`src/rtl/lsu_pkg.sv`:
```
// Shared definitions for the load/store unit: access-size codes, FSM encoding
// and the small decode helpers used by the top and the alignment logic.
package lsu_pkg;

    localparam logic [2:0] F3_LB  = 3'b000;
    localparam logic [2:0] F3_LH  = 3'b001;
    localparam logic [2:0] F3_LW  = 3'b010;
    localparam logic [2:0] F3_LBU = 3'b100;
    localparam logic [2:0] F3_LHU = 3'b101;
    localparam logic [2:0] F3_SB  = 3'b000;
    localparam logic [2:0] F3_SH  = 3'b001;
    localparam logic [2:0] F3_SW  = 3'b010;

    typedef enum logic [1:0] {
        ST_IDLE = 2'd0,
        ST_ACC0 = 2'd1,
        ST_ACC1 = 2'd2,
        ST_RESP = 2'd3
    } lsu_state_t;

    // Access size in bytes from the low two funct3 bits (byte, half, word).
    function automatic logic [2:0] nbytes(input logic [1:0] size);
        case (size)
            2'b00:   nbytes = 3'd1;
            2'b01:   nbytes = 3'd2;
            default: nbytes = 3'd4;
        endcase
    endfunction

    function automatic logic illegal_op(input logic load, input logic [2:0] f3);
        if (load)
            illegal_op = (f3 == 3'b011) || (f3 == 3'b110) || (f3 == 3'b111);
        else
            illegal_op = f3[2] || (f3 == 3'b011);
    endfunction

endpackage

```
`src/rtl/lsu_align.sv`:
```
// Byte-lane steering for the load/store unit: store data rotation and strobes
// for both halves of a split access, and load byte extraction with extension.
module lsu_align
    import lsu_pkg::*;
(
    input  logic [31:0] wdata,
    input  logic [1:0]  wr_off,
    input  logic [2:0]  wr_nbytes,
    output logic [31:0] wdata_rot,
    output logic [3:0]  wstrb0,
    output logic [3:0]  wstrb1,
    // Buffer bytes 0..6; byte 7 can never belong to a result (off 3 + 4 bytes ends at 6).
    input  logic [55:0] rd_buf,
    input  logic [1:0]  rd_off,
    input  logic [2:0]  rd_funct3,
    output logic [31:0] rdata
);

    logic [3:0]  mask;
    logic [7:0]  lanes;
    logic [31:0] rd_word;

    always_comb begin
        case (wr_nbytes)
            3'd1:    mask = 4'b0001;
            3'd2:    mask = 4'b0011;
            default: mask = 4'b1111;
        endcase
        lanes  = {4'b0000, mask} << wr_off;
        wstrb0 = lanes[3:0];
        wstrb1 = lanes[7:4];

        case (wr_off)
            2'd0:    wdata_rot = wdata;
            2'd1:    wdata_rot = {wdata[23:0], wdata[31:24]};
            2'd2:    wdata_rot = {wdata[15:0], wdata[31:16]};
            default: wdata_rot = {wdata[7:0],  wdata[31:8]};
        endcase
    end

    always_comb begin
        case (rd_off)
            2'd0:    rd_word = rd_buf[31:0];
            2'd1:    rd_word = rd_buf[39:8];
            2'd2:    rd_word = rd_buf[47:16];
            default: rd_word = rd_buf[55:24];
        endcase

        case (rd_funct3)
            F3_LB:   rdata = {{24{rd_word[7]}}, rd_word[7:0]};
            F3_LH:   rdata = {{16{rd_word[15]}}, rd_word[15:0]};
            F3_LBU:  rdata = {24'h0, rd_word[7:0]};
            F3_LHU:  rdata = {16'h0, rd_word[15:0]};
            default: rdata = rd_word;
        endcase
    end

endmodule

```
`src/rtl/mem_lsu.sv`:
```
// Load/store unit: one CPU request at a time, word-aligned memory accesses,
// boundary-crossing accesses split in two, per-access timeout.
//
// state   | meaning
// IDLE    | ready for a request
// ACC0    | first (or only) memory access outstanding
// ACC1    | second half of a split access outstanding
// RESP    | one-cycle response pulse
module mem_lsu
    import lsu_pkg::*;
#(
    parameter int MAX_WAIT = 255
)(
    input  logic        clk,
    input  logic        rst,
    input  logic        req_valid,
    output logic        req_ready,
    input  logic        req_load,
    input  logic [2:0]  req_funct3,
    input  logic [31:0] req_addr,
    input  logic [31:0] req_wdata,
    output logic        resp_valid,
    output logic [31:0] resp_rdata,
    output logic        resp_err,
    output logic        mem_req,
    output logic        mem_we,
    output logic [31:0] mem_addr,
    output logic [3:0]  mem_wstrb,
    output logic [31:0] mem_wdata,
    input  logic        mem_ack,
    input  logic [31:0] mem_rdata
);

    localparam int CW = $clog2(MAX_WAIT + 1);
    localparam logic [CW-1:0] WAIT_LOAD = CW'(MAX_WAIT - 1);

    lsu_state_t state, state_nxt;

    logic          mem_req_nxt, mem_we_nxt;
    logic [31:0]   mem_addr_nxt, mem_wdata_nxt;
    logic [3:0]    mem_wstrb_nxt;
    logic          resp_valid_nxt, resp_err_nxt;
    logic [31:0]   resp_rdata_nxt;
    logic [CW-1:0] wait_cnt, wait_cnt_nxt;

    logic          op_load, op_split;
    logic [2:0]    op_funct3;
    logic [1:0]    op_off;
    logic [3:0]    op_wstrb1;
    logic [31:0]   buf_lo;

    logic [31:0]   wdata_rot, ld_data;
    logic [3:0]    wstrb0, wstrb1;
    logic [55:0]   rd_buf;
    logic          accept;

    assign req_ready = (state == ST_IDLE);
    assign accept    = req_valid && (state == ST_IDLE);

    // On the final ack the current mem_rdata supplies the newest lanes directly.
    assign rd_buf = (state == ST_ACC1) ? {mem_rdata[23:0], buf_lo} : {24'h0, mem_rdata};

    lsu_align u_align (
        .wdata     (req_wdata),
        .wr_off    (req_addr[1:0]),
        .wr_nbytes (nbytes(req_funct3[1:0])),
        .wdata_rot (wdata_rot),
        .wstrb0    (wstrb0),
        .wstrb1    (wstrb1),
        .rd_buf    (rd_buf),
        .rd_off    (op_off),
        .rd_funct3 (op_funct3),
        .rdata     (ld_data)
    );

    always_ff @(posedge clk) begin
        if (rst) begin
            op_load   <= 1'b0;
            op_split  <= 1'b0;
            op_funct3 <= 3'b000;
            op_off    <= 2'b00;
            op_wstrb1 <= 4'h0;
            buf_lo    <= 32'h0;
        end else begin
            if (accept) begin
                op_load   <= req_load;
                op_split  <= |wstrb1;
                op_funct3 <= req_funct3;
                op_off    <= req_addr[1:0];
                op_wstrb1 <= wstrb1;
            end
            if (state == ST_ACC0 && mem_ack)
                buf_lo <= mem_rdata;
        end
    end

    always_ff @(posedge clk) begin
        if (rst) begin
            state      <= ST_IDLE;
            mem_req    <= 1'b0;
            mem_we     <= 1'b0;
            mem_addr   <= 32'h0;
            mem_wstrb  <= 4'h0;
            mem_wdata  <= 32'h0;
            resp_valid <= 1'b0;
            resp_rdata <= 32'h0;
            resp_err   <= 1'b0;
            wait_cnt   <= '0;
        end else begin
            state      <= state_nxt;
            mem_req    <= mem_req_nxt;
            mem_we     <= mem_we_nxt;
            mem_addr   <= mem_addr_nxt;
            mem_wstrb  <= mem_wstrb_nxt;
            mem_wdata  <= mem_wdata_nxt;
            resp_valid <= resp_valid_nxt;
            resp_rdata <= resp_rdata_nxt;
            resp_err   <= resp_err_nxt;
            wait_cnt   <= wait_cnt_nxt;
        end
    end

    always_comb begin
        state_nxt      = state;
        mem_req_nxt    = mem_req;
        mem_we_nxt     = mem_we;
        mem_addr_nxt   = mem_addr;
        mem_wstrb_nxt  = mem_wstrb;
        mem_wdata_nxt  = mem_wdata;
        resp_valid_nxt = 1'b0;
        resp_rdata_nxt = 32'h0;
        resp_err_nxt   = 1'b0;
        wait_cnt_nxt   = wait_cnt;

        unique case (state)
            ST_IDLE: begin
                if (req_valid) begin
                    if (illegal_op(req_load, req_funct3)) begin
                        state_nxt      = ST_RESP;
                        resp_valid_nxt = 1'b1;
                        resp_err_nxt   = 1'b1;
                    end else begin
                        state_nxt     = ST_ACC0;
                        mem_req_nxt   = 1'b1;
                        mem_we_nxt    = !req_load;
                        mem_addr_nxt  = {req_addr[31:2], 2'b00};
                        mem_wstrb_nxt = req_load ? 4'h0 : wstrb0;
                        mem_wdata_nxt = req_load ? 32'h0 : wdata_rot;
                        wait_cnt_nxt  = WAIT_LOAD;
                    end
                end
            end
            ST_ACC0, ST_ACC1: begin
                if (mem_ack && state == ST_ACC0 && op_split) begin
                    state_nxt     = ST_ACC1;
                    mem_addr_nxt  = mem_addr + 32'd4;
                    mem_wstrb_nxt = op_load ? 4'h0 : op_wstrb1;
                    wait_cnt_nxt  = WAIT_LOAD;
                end else if (mem_ack || wait_cnt == '0) begin
                    state_nxt      = ST_RESP;
                    mem_req_nxt    = 1'b0;
                    mem_we_nxt     = 1'b0;
                    mem_addr_nxt   = 32'h0;
                    mem_wstrb_nxt  = 4'h0;
                    mem_wdata_nxt  = 32'h0;
                    resp_valid_nxt = 1'b1;
                    resp_err_nxt   = !mem_ack;
                    resp_rdata_nxt = (mem_ack && op_load) ? ld_data : 32'h0;
                end else begin
                    wait_cnt_nxt = wait_cnt - CW'(1);
                end
            end
            ST_RESP: state_nxt = ST_IDLE;
            default: state_nxt = ST_IDLE;
        endcase
    end

endmodule

```
`config.mk`:
```
export PLATFORM = sky130hd
export DESIGN_NAME = mem_lsu
export DESIGN_NICKNAME = d
export VERILOG_FILES = /design/src/rtl/lsu_pkg.sv /design/src/rtl/lsu_align.sv /design/src/rtl/mem_lsu.sv
export SDC_FILE = /design/constraint.sdc
export NUM_CORES = 1
export LEC_CHECK = 0
export BUFFER_PORTS_ARGS = -buffer_cell sky130_fd_sc_hd__clkbuf_2
export CAP_MARGIN = 20
export CORE_UTILIZATION = 58
export CTS_CLUSTER_SIZE = 24
export DETAILED_ROUTE_END_ITERATION = 8
export PLACE_DENSITY_LB_ADDON = 0.3
export SETUP_SLACK_MARGIN = 0.02
export SLEW_MARGIN = 40
export SYNTH_ARGS = -nofsm -noshare
export SYNTH_HDL_FRONTEND = slang
export SYNTH_SLANG_ARGS = --single-unit
```
`constraint.sdc`:
```
create_clock -name clk -period 4.4 [get_ports clk]
set_clock_uncertainty 0.1 [all_clocks]
set_input_delay 0.66 -clock clk [delete_from_list [all_inputs] [get_ports clk]]
set_output_delay 0.66 -clock clk [all_outputs]
set_load 0.03 [all_outputs]
```
==> results.py <==
metrics = {
    "synthesis": {
        "synth_area_per_cell_um2": 8.00,
        "synth_top_cell_by_area": "dfxtp_1",
        "yosys-top-cells-count": "nand2_1, dfxtp_1, a21oi_1, nor2_1, mux2i_1",
        "synthMostInstantiatedCell": "nand2_1",
        "synth_edf_count": 0,
        "synth_flop_cell": "dfxtp_1",
        "synthArstFlopShare_pct": 0,
        "yosysTopAreaCellShare_pct": 36.9,
        "syn_area_um2": 8360,
        "ys_warn_count": 0,
        "ys_types": 69,
        "synth-seq-cells": 154,
        "ys_seq_area_share_pct": 36.9,
        "syn_inst": 1044,
        "netlist_top_cells_area": "dfxtp_1, mux2i_1, nand2_1",
    },
    "layout": {
        "syn_to_final_growth_pct": 19.0,
        "utilization_pct": 71.1,
        "final_area_um2": 9940,
        "finalNonFillerCells": 1389,
        "num-fill-cells": 1158,
        "nets": 1309,
        "antennaDiodeCount": 0,
        "drive_gt1_share_pct": 23.7,
    },
    "route": {
        "drtIter0Drc": 943,
        "wl_per_cell_um": 17.0,
        "via_per_inst": 6.03,
        "route.antenna.remaining_nets": 0,
        "firstDrtPassIters": 7,
        "wl_mm": 23.6,
        "via_count": 8382,
        "drcViolationCount": 0,
    },
    "clock_tree": {
        "clock_latency_ns": 0.43,
        "numCtsBuffers": 17,
        "htree_levels": 4,
        "postCtsHoldBufs": 0,
        "cts_root_buffer": "clkbuf_16",
        "clk_pin_slew_ns": 0.06,
        "cts_tree": "built",
        "ctsResizeCount": 0,
        "clk_path_buf_depth": 2,
        "post-cts-setup-buffers": 0,
        "cts_sinks": 154,
    },
    "setup_path": {
        "path_cells": "inv_1 -> ha_1 -> nand4_1 -> buf_4 -> nand3_2 -> a22oi_1 -> nor2_1",
        "critPathMaxStageDelay_ns": 0.66,
        "crit_slowest_cell": "nand3_2",
        "worst_ep_required_time_ns": 4.59,
        "crit_type": "reg2reg",
        "crit_path_end_kind": "register",
        "cp-start-kind": "register",
        "cp_max_fo": 40,
        "cp.arrival_ns": 3.26,
    },
    "floorplanning": {
        "ioPinCount": 209,
        "start_util_pct": 59.7,
        "core_area_um2": 14000,
        "dieArea_um2": 14900,
        "dieWidth_um": 122,
        "rows": 43,
        "die_h_um": 122,
    },
    "global_route": {
        "track_usage_pct": 31.3,
        "grt_pass1_vias": 7305,
        "grt_overflow": 0,
        "grt_pass1_wl_mm": 36.9,
        "grt_max_degree": 65,
        "grt_antenna_before_repair": 1,
    },
    "timing": {
        "max_freq_mhz": 326,
        "finalSetupViolations": 0,
        "finalWorstSetupSlack_ns": 1.33,
        "slew_viol_final": 0,
        "worstMarginPinSlew_ns": 0.716,
        "period_share_pct": 69.8,
        "relSlewSlack_pct": 51.9,
        "period_needed_ns": 3.07,
        "hold_violations": 0,
        "setup_tns_ns": 0,
        "rsz0062_at_grt": "no",
    },
    "power": {
        "peakVddDrop_uv": 338,
        "power.density_nw_per_um2": 617,
        "p_leak_nw": 4.18,
    },
    "place": {
        "dp_cells": 1357,
        "placed_area_um2": 9310,
        "port_buffers": 206,
        "place_congestion": 0.904,
        "dp_slack_ns": 1.25,
        "hpwlAfterDp_mm": 16.3,
    },
    "outcome": {
        "status": "complete, no violations",
    },
    "job": {
        "drv_cap": 0,
    },
    "hold_path": {
        "hp-class": "reg2reg",
    },
}
==> metrics by stage <==
| step | power [mW] | hold slack, ns |
|---|---|---|
| floorplan | 3.93 | 0.333 |
| global placement | 4.51 | 0.341 |
| detailed placement | 4.55 | 0.344 |
| CTS | 6.10 | 0.350 |
| global route | 6.46 | 0.366 |
| finish | 6.13 | 0.347 |
==> sequential cells by signal, summed over array words and instances (netlist names), 3 cells and up <==
name and cells:
mem_wstrb 4, wait_cnt 8, buf_lo 32, op_wstrb1 3
resp_rdata 32, op_funct3 3, mem_wdata 32, mem_addr 30
==> path summary, 6_finish.rpt <==
kind,start,to,slack (ns),cells past startpoint
max reg2reg,state[0],mem_req,1.33,7
min,mem_wdata[6],mem_wdata[6],0.35,2
min reg2reg,mem_wdata[6],mem_wdata[6],0.35,2
max,state[0],mem_req,1.33,7
==> cell type report <==
| type | instances | area, um^2 | area share, % |
|---|---|---|---|
| timing repair buffer | 214 | 1100 | 11.1 |
| tap | 180 | 225 | 2.27 |
| clock buffer | 23 | 488 | 4.91 |
| sequential | 154 | 3080 | 31.0 |
| multi-input combinational | 786 | 4820 | 48.5 |
| inverter | 23 | 86.3 | 0.868 |
| clock inverter | 9 | 136 | 1.37 |
==> report_power, final <==
part	switching, mW	internal [mW]
clock network	0.587	0.956
registers	0.299	1.68
logic	1.73	0.876
==> critical path, delay by kind of cell, from the launching register on <==
family	cells	cell delay, ns
AOI/OAI and AO/OA	1	0.39
adders and majority gates	1	0.59
buffers and inverters	2	0.52
DFF	1	0.38
and+or+nand+nor	3	0.95
==> cells by family after synthesis <==
| kind of cell | Yosys count | share of synthesized area [%] |
|---|---|---|
| XOR/XNOR | 3 | 0.315 |
| adder cells (fa/ha/maj) | 9 | 1.35 |
| buffers and inverters | 105 | 5.57 |
| multiplexers | 83 | 10.6 |
| AND/OR/NAND/NOR | 396 | 22.2 |
| other | 1 | 0.0449 |
| flip-flops | 154 | 36.9 |
| AO/OA/AOI/OAI | 293 | 23.0 |
==> layer usage <==
metal / vias to the layer above / share of wire (%) / track usage (%)
met5: - / 0.055 / 0
met4: 2 / 2.1 / 11.3
met3: 43 / 8.8 / 6.98
met2: 422 / 46 / 49.2
met1: 3858 / 43 / 42.1
li1: 4057 / - / -
==> placed cells by master, fill, tap and decap left out, drive strengths merged, types with 16 or more instances in the layout <==
cell,netlist,layout
o21ai,37,37
a21oi,107,107
a211oi,21,21
nor2b,18,18
nand2,174,174
inv,23,24
nand2b,16,16
o211ai,25,25
mux2i,67,67
nor2,82,82
clkbuf,51,228
dfxtp,154,154
nand3,41,41
(Power assumes the default switching activity.)
